==> src/rtl/clock_mode_controller.sv <==
// clock_mode_controller
// Mode sequencer for a digital alarm clock. It walks the run and set states
// from the five buttons, issues single-cycle adjust pulses to the hour/minute
// counters, gates the seconds counter, and owns the alarm (arm, trigger,
// timeout).
// Optional feature: define ALARM_SNOOZE_EN to enable snooze on btn_d while
// ringing.
module clock_mode_controller #(
  parameter int ALARM_TIMEOUT = 60,
  parameter int SNOOZE_SEC    = 300
) (
  input  logic       clk,
  input  logic       reset,
  input  logic       btn_c,
  input  logic       btn_u,
  input  logic       btn_d,
  input  logic       btn_l,
  input  logic       btn_r,
  input  logic       tick_1hz,
  input  logic [4:0] clk_hr,
  input  logic [5:0] clk_min,
  input  logic [5:0] clk_sec,
  input  logic [4:0] alm_hr,
  input  logic [5:0] alm_min,
  output logic       sec_en,
  output logic       clk_hr_up,
  output logic       clk_hr_dn,
  output logic       clk_min_up,
  output logic       clk_min_dn,
  output logic       alm_hr_up,
  output logic       alm_hr_dn,
  output logic       alm_min_up,
  output logic       alm_min_dn,
  output logic [2:0] mode,
  output logic       show_alarm,
  output logic       blink,
  output logic       alarm_armed,
  output logic       alarm_active
);

  // state        | meaning
  // RUN          | clock running, alarm may ring
  // SET_CLK_HR   | adjusting clock hours
  // SET_CLK_MIN  | adjusting clock minutes
  // SET_ALM_HR   | adjusting alarm hours
  // SET_ALM_MIN  | adjusting alarm minutes
  typedef enum logic [2:0] {
    RUN         = 3'd0,
    SET_CLK_HR  = 3'd1,
    SET_CLK_MIN = 3'd2,
    SET_ALM_HR  = 3'd3,
    SET_ALM_MIN = 3'd4
  } state_t;

  localparam logic [7:0] TIMEOUT = 8'(ALARM_TIMEOUT);

  if (ALARM_TIMEOUT < 1 || ALARM_TIMEOUT > 255) begin : g_bad_alarm_timeout
    $error("ALARM_TIMEOUT must be in 1..255");
  end
  if (SNOOZE_SEC < 1 || SNOOZE_SEC > 1023) begin : g_bad_snooze_sec
    $error("SNOOZE_SEC must be in 1..1023");
  end

  state_t     state;
  state_t     state_next;
  logic       act_c, act_r, act_l, act_u, act_d;
  logic [7:0] adj_next;
  logic [7:0] adj_q;
  logic       in_run;
  logic       match_cond;
  logic       match_hold;
  logic       trigger;
  logic [7:0] ring_cnt;
  logic [7:0] ring_inc;
  logic [7:0] ring_next;
  logic       armed_next;
  logic       active_next;
`ifdef ALARM_SNOOZE_EN
  localparam logic [9:0] SNOOZE_LOAD = 10'(SNOOZE_SEC);
  logic [9:0] snooze_cnt;
  logic [9:0] snooze_next;
`endif

  // Only the highest-priority pressed button acts (c > r > l > u > d).
  always_comb begin
    act_c = btn_c;
    act_r = btn_r & ~btn_c;
    act_l = btn_l & ~btn_c & ~btn_r;
    act_u = btn_u & ~btn_c & ~btn_r & ~btn_l;
    act_d = btn_d & ~btn_c & ~btn_r & ~btn_l & ~btn_u;
  end

  // State register.
  always_ff @(posedge clk or posedge reset) begin
    if (reset) state <= RUN;
    else       state <= state_next;
  end

  // Next-state: centre enters/leaves setting, right/left rotate the field.
  always_comb begin
    state_next = state;
    case (state)
      RUN: begin
        if (act_c && !alarm_active) state_next = SET_CLK_HR;
      end
      SET_CLK_HR: begin
        if (act_c)      state_next = RUN;
        else if (act_r) state_next = SET_CLK_MIN;
        else if (act_l) state_next = SET_ALM_MIN;
      end
      SET_CLK_MIN: begin
        if (act_c)      state_next = RUN;
        else if (act_r) state_next = SET_ALM_HR;
        else if (act_l) state_next = SET_CLK_HR;
      end
      SET_ALM_HR: begin
        if (act_c)      state_next = RUN;
        else if (act_r) state_next = SET_ALM_MIN;
        else if (act_l) state_next = SET_CLK_MIN;
      end
      SET_ALM_MIN: begin
        if (act_c)      state_next = RUN;
        else if (act_r) state_next = SET_CLK_HR;
        else if (act_l) state_next = SET_ALM_HR;
      end
      default: state_next = RUN;
    endcase
  end

  // Route up/down to the field being set; act_u/act_d are exclusive, so at
  // most one bit is ever high. Order: chu chd cmu cmd ahu ahd amu amd.
  always_comb begin
    adj_next = 8'b0;
    case (state)
      SET_CLK_HR:  adj_next = {act_u, act_d, 6'b0};
      SET_CLK_MIN: adj_next = {2'b0, act_u, act_d, 4'b0};
      SET_ALM_HR:  adj_next = {4'b0, act_u, act_d, 2'b0};
      SET_ALM_MIN: adj_next = {6'b0, act_u, act_d};
      default:     adj_next = 8'b0;
    endcase
  end

  // Registered adjust pulses, seconds enable and field blink.
  always_ff @(posedge clk or posedge reset) begin
    if (reset) begin
      adj_q  <= 8'b0;
      sec_en <= 1'b0;
      blink  <= 1'b0;
    end else begin
      adj_q  <= adj_next;
      sec_en <= tick_1hz && (state_next == RUN);
      if (state_next == RUN)        blink <= 1'b0;
      else if (state_next != state) blink <= 1'b1;
      else if (tick_1hz)            blink <= ~blink;
    end
  end

  assign {clk_hr_up, clk_hr_dn, clk_min_up, clk_min_dn,
          alm_hr_up, alm_hr_dn, alm_min_up, alm_min_dn} = adj_q;
  assign mode       = state;
  assign show_alarm = (state == SET_ALM_HR) || (state == SET_ALM_MIN);

  assign in_run     = (state == RUN);
  assign match_cond = in_run && alarm_armed && (clk_hr == alm_hr) &&
                      (clk_min == alm_min) && (clk_sec == 6'd0);
  // Edge of the match only, so a cleared alarm stays quiet while the time
  // still matches.
  assign trigger    = match_cond && !match_hold && !alarm_active;
  assign ring_inc   = ring_cnt + 8'd1;

  // Alarm next-state; button actions override timers and the trigger.
  always_comb begin
    armed_next  = alarm_armed;
    active_next = alarm_active;
    ring_next   = ring_cnt;
`ifdef ALARM_SNOOZE_EN
    snooze_next = snooze_cnt;
`endif
    if (alarm_active && tick_1hz) begin
      if (ring_inc == TIMEOUT) begin
        active_next = 1'b0;
        ring_next   = 8'd0;
      end else begin
        ring_next = ring_inc;
      end
    end
`ifdef ALARM_SNOOZE_EN
    if (snooze_cnt != 10'd0 && tick_1hz) begin
      snooze_next = snooze_cnt - 10'd1;
      if (snooze_cnt == 10'd1 && alarm_armed) begin
        active_next = 1'b1;
        ring_next   = 8'd0;
      end
    end
`endif
    if (trigger) begin
      active_next = 1'b1;
      ring_next   = 8'd0;
    end
    if (in_run && act_u) begin
      armed_next = ~alarm_armed;
      if (alarm_armed) begin
        active_next = 1'b0;
        ring_next   = 8'd0;
`ifdef ALARM_SNOOZE_EN
        snooze_next = 10'd0;
`endif
      end
    end else if (in_run && act_c && alarm_active) begin
      active_next = 1'b0;
      ring_next   = 8'd0;
    end
`ifdef ALARM_SNOOZE_EN
    else if (in_run && act_d && alarm_active) begin
      active_next = 1'b0;
      ring_next   = 8'd0;
      snooze_next = SNOOZE_LOAD;
    end
`endif
  end

  // Alarm registers.
  always_ff @(posedge clk or posedge reset) begin
    if (reset) begin
      alarm_armed  <= 1'b0;
      alarm_active <= 1'b0;
      ring_cnt     <= 8'd0;
      match_hold   <= 1'b0;
    end else begin
      alarm_armed  <= armed_next;
      alarm_active <= active_next;
      ring_cnt     <= ring_next;
      match_hold   <= match_cond;
    end
  end

`ifdef ALARM_SNOOZE_EN
  // Snooze countdown register.
  always_ff @(posedge clk or posedge reset) begin
    if (reset) snooze_cnt <= 10'd0;
    else       snooze_cnt <= snooze_next;
  end
`endif

endmodule

==> config.mk <==
export PLATFORM = sky130hd
export DESIGN_NAME = clock_mode_controller
export DESIGN_NICKNAME = d
export VERILOG_FILES = /design/src/rtl/clock_mode_controller.sv
export SDC_FILE = /design/constraint.sdc
export NUM_CORES = 1
export LEC_CHECK = 0
export ABC_AREA = 0
export CORE_ASPECT_RATIO = 1.5
export CORE_MARGIN = 3
export CORE_UTILIZATION = 42
export CTS_BUF_LIST = sky130_fd_sc_hd__clkbuf_8
export CTS_CLUSTER_SIZE = 10
export DETAILED_ROUTE_END_ITERATION = 8
export GPL_ROUTABILITY_DRIVEN = 1
export PLACE_DENSITY_LB_ADDON = 0.12
export SYNTH_ARGS = -nofsm -noshare
export SYNTH_HDL_FRONTEND = slang
export SYNTH_SLANG_ARGS = --single-unit
==> constraint.sdc <==
create_clock -name clk -period 1.77 [get_ports clk]
set_input_delay 0.177 -clock clk [delete_from_list [all_inputs] [get_ports clk]]
set_output_delay 0.177 -clock clk [all_outputs]
set_load 0.01 [all_outputs]
==> PnR_summary.wiki <==
{| class="wikitable"
! Metric !! Value
|-
| FF-to-FF Start || mode[0]
|-
| Final setup violation count || 0
|-
| Maximum number of pins on one net before global-route repair || 25
|-
| Num Clock Sinks || 24
|-
| Number of distinct library cells after synthesis || 46
|-
| Total instance count after detailed placement || 269
|-
| Root Buffer Master || clkbuf_8
|-
| Final ANT Viol Nets || 0
|-
| Vias in the first global route || 1472
|-
| CTS tree || built
|-
| Combinational family with the most area after synthesis || simple AND/OR/NAND/NOR gates
|-
| Number of register bits inferred by synthesis || 24
|-
| Clock Tree Buf Depth || 2
|-
| Ports || 52
|-
| Wire length of the first global-routing pass || 6290 um
|-
| Reg2reg path depth || 6
|-
| Met2 track demand over resource in global routing || 36.5%
|-
| Transition at the pin with the smallest max-transition slack || 0.352 ns
|-
| Area growth from synthesis to layout || 58.3%
|-
| Mux share of post-synthesis cell area || 0.684%
|-
| Biggest fanout along the worst timing path || 7
|-
| Gr usage total || 19.7%
|-
| Die extent in y || 78.3 um
|-
| Met3 GRT Util || 3.23%
|-
| Share of the synthesized area in the top cell type || 41.1%
|-
| Leading cell type by number of instances after synthesis || dfrtp_1
|-
| Met1 global-route usage || 20.3%
|-
| Setup slack, reg-to-reg || 0.02 ns
|-
| # port buffers || 51
|-
| Total number of placement rows || 25
|-
| End of the worst register-to-register path || blink
|-
| Critical path class || reg2reg
|-
| Average footprint of a synthesized cell || 9.50 um2
|-
| Drt first pass iters || 4
|-
| Synthesized netlist cell count || 154
|-
| Proportion of synthesized chip area in sequential cells || 41.1%
|-
| Routed vias || 1444
|-
| Maximum VDD drop || 549 uV
|-
| Share of flip-flops with an asynchronous set or reset after synthesis || 100%
|-
| Kind of capture point of the worst setup path || flop
|-
| Synthesized area || 0.00146 mm2
|-
| Max transition margin || 76.2%
|-
| Detail-routed via count per cell || 5.29
|-
| Clock Skews || 0.00275 ns
|-
| Leakage || 1.02 nW
|-
| Core region area || 0.00325 mm2
|-
| Max-capacitance violation count || 0
|-
| Share of the cycle needed by the critical path after routing || 99.0%
|-
| Hold slack final || 0.257 ns
|-
| Total length of routed wires || 3990 um
|-
| Grt ovf || 0
|-
| Time the final worst path needs with I/O delays and setup || 1.75 ns
|-
| Number of warnings issued by yosys || 0
|-
| Post-synth top area cell || dfrtp_1
|-
| RSZ-0062 raised after global routing || true
|-
| Number of inserted filler cells in the final layout || 241
|-
| Synthesized net count || 192
|-
| Initial antenna violation count || 0
|-
| Top cells by count, synth || 24 x dfrtp_1, 15 x nor2_1, 15 x xor2_1
|-
| Maximum achievable frequency || 0.570 GHz
|-
| Finished Core Util || 71.2%
|-
| Area share of xor/xnor cells in the synthesized design || 12.0%
|-
| Number of DRC markers after the initial detailed-route iteration || 24
|-
| Areal power density over the cells || 695 mW/mm2
|-
| Antenna diode count || 0
|-
| Final weighted congestion in routability-driven placement || 0.874
|-
| Main flop type after synthesis || dfrtp_1
|-
| Run status || complete, no violations
|-
| Share of cells above drive strength 1 || 21.0%
|-
| Final worst slack || 0.0170 ns
|-
| Average wire per cell in the routed design || 14.6 um
|-
| Initial core utilization || 45.0%
|-
| Final max-slew violation count || 0
|-
| Endpoint required time on the critical path || 1.89 ns
|-
| Most area-consuming cells after synthesis || dfrtp_1 41%, xor2_1 9.0%, nor3_1 4.4%
|-
| Number of buffers added by the clock tree synthesis step || 3
|-
| Total Power Consumption || 1.61 mW
|-
| GRT busiest layer || met2
|-
| Share of synthesized cell area in full adder, half adder and majority cells || 1.71%
|-
| Clk slew on worst S/H paths || 0.08 ns
|-
| Non-filler cells in the finished layout || 273
|-
| Fraction of the mapped netlist area in compound gates || 12.1%
|-
| # DRC || 0
|-
| Area share of and/or/nand/nor cells after synthesis || 29.3%
|-
| Setup Slack @ Placement || -0.339 ns
|-
| Final-stage net count || 273
|-
| Die Outline Area || 0.00424 mm2
|-
| Width of the chip || 54.2 um
|-
| Half-perimeter wire length of the detailed placement result || 3220 um
|-
| Number of hold-slack violations in the final timing report || 0
|-
| Later-pin clock latency in the skew report || 0.26 ns
|-
| Critical Path Start Type || flop
|-
| Worst endpoint data arrival time || 1.88 ns
|-
| H-tree levels || 1
|-
| Count of flip-flops with a built-in enable after synthesis || 0
|-
| Hold Crit Class || in2async
|}
per-stage QoR:
| stage | cell area, um2 | TNS [ns] |
|---|---|---|
| finish | 2320 | 0 |
| global route | 2320 | -0.0517 |
| CTS | 2260 | 0 |
| detailed placement | 2210 | -3.18 |
| global placement | 2210 | -2.85 |
| floorplan | 1460 | -0.00298 |
power breakdown:
group	internal, mW	switching, mW	total, mW
sequential	0.602	0.0590	0.661
combinational	0.371	0.269	0.640
clock	0.152	0.156	0.307
total	1.12	0.484	1.61
state kept, by name, summed over array words and instances (netlist names):
name	count
adj_q	8
alarm_active	1
sec_en	1
ring_cnt	8
blink	1
alarm_armed	1
match_hold	1
mode	3
worst max path at each step:
stage,start,cells past startpoint,endpoint
floorplan,alarm_armed,5,ring_cnt[5]
global placement,clk_sec[1],6,ring_cnt[5]
detailed placement,clk_sec[1],6,ring_cnt[0]
CTS,mode[2],7,blink
global route,mode[2],7,blink
finish,mode[0],6,blink
cell families (layout without fill, tap and decap cells):
family / Yosys count / in the layout
AND/OR/NAND/NOR: 74 / 74
flip-flops: 24 / 24
AO/OA/AOI/OAI: 23 / 23
XOR/XNOR: 20 / 20
buffers and inverters: 10 / 89
adder cells (fa/ha/maj): 2 / 2
multiplexers: 1 / 1
cell usage in the layout, fill, tap and decap left out, types with 2 or more instances in the layout:
master and count:
nand2b_1 3, xor2_1 15, clkdlybuf4s50_1 49, dfrtp_2 2, dfrtp_1 22, nand3_1 5, clkbuf_8 3, o211ai_1 2
nand3b_1 2, nor3_1 12, a21oi_1 3, and2_1 2, nor2_1 14, o21ai_0 5, nand4_1 2, nand2_1 11
inv_1 6, xnor2_1 5, buf_4 26, nor4_1 3, buf_6 3, ha_1 2, or3_1 4
worst max-delay path: stages, from the launching register on:
cell	delay, ns
dfrtp_2	0.47
and2b_1	0.24
a22oi_2	0.24
o22ai_2	0.14
buf_4	0.16
o32ai_2	0.24
o211ai_1	0.14
layout make-up:
type	count	area, um2	share of cell area, %
timing repair buffer	80	741	32.0
inverter	6	22.5	0.972
multi-input combinational	120	858	37.1
tap	40	50.0	2.16
sequential	24	603	26.0
clock buffer	3	41.3	1.78
timing repair:
action                                  4_1_cts  5_1_grt
pin swaps                                     1        4
setup buffers                                 1        0
hold buffers                                  0        0
endpoints found under the setup margin       11       11
resized for setup                             4       11
metal layers:
metal | up-vias | wire length [um]
met4 | 0 | 76
met2 | 27 | 2390
met1 | 701 | 1430
met5 | - | 0
met3 | 10 | 90
li1 | 706 | -
(Power assumes the default switching activity.)
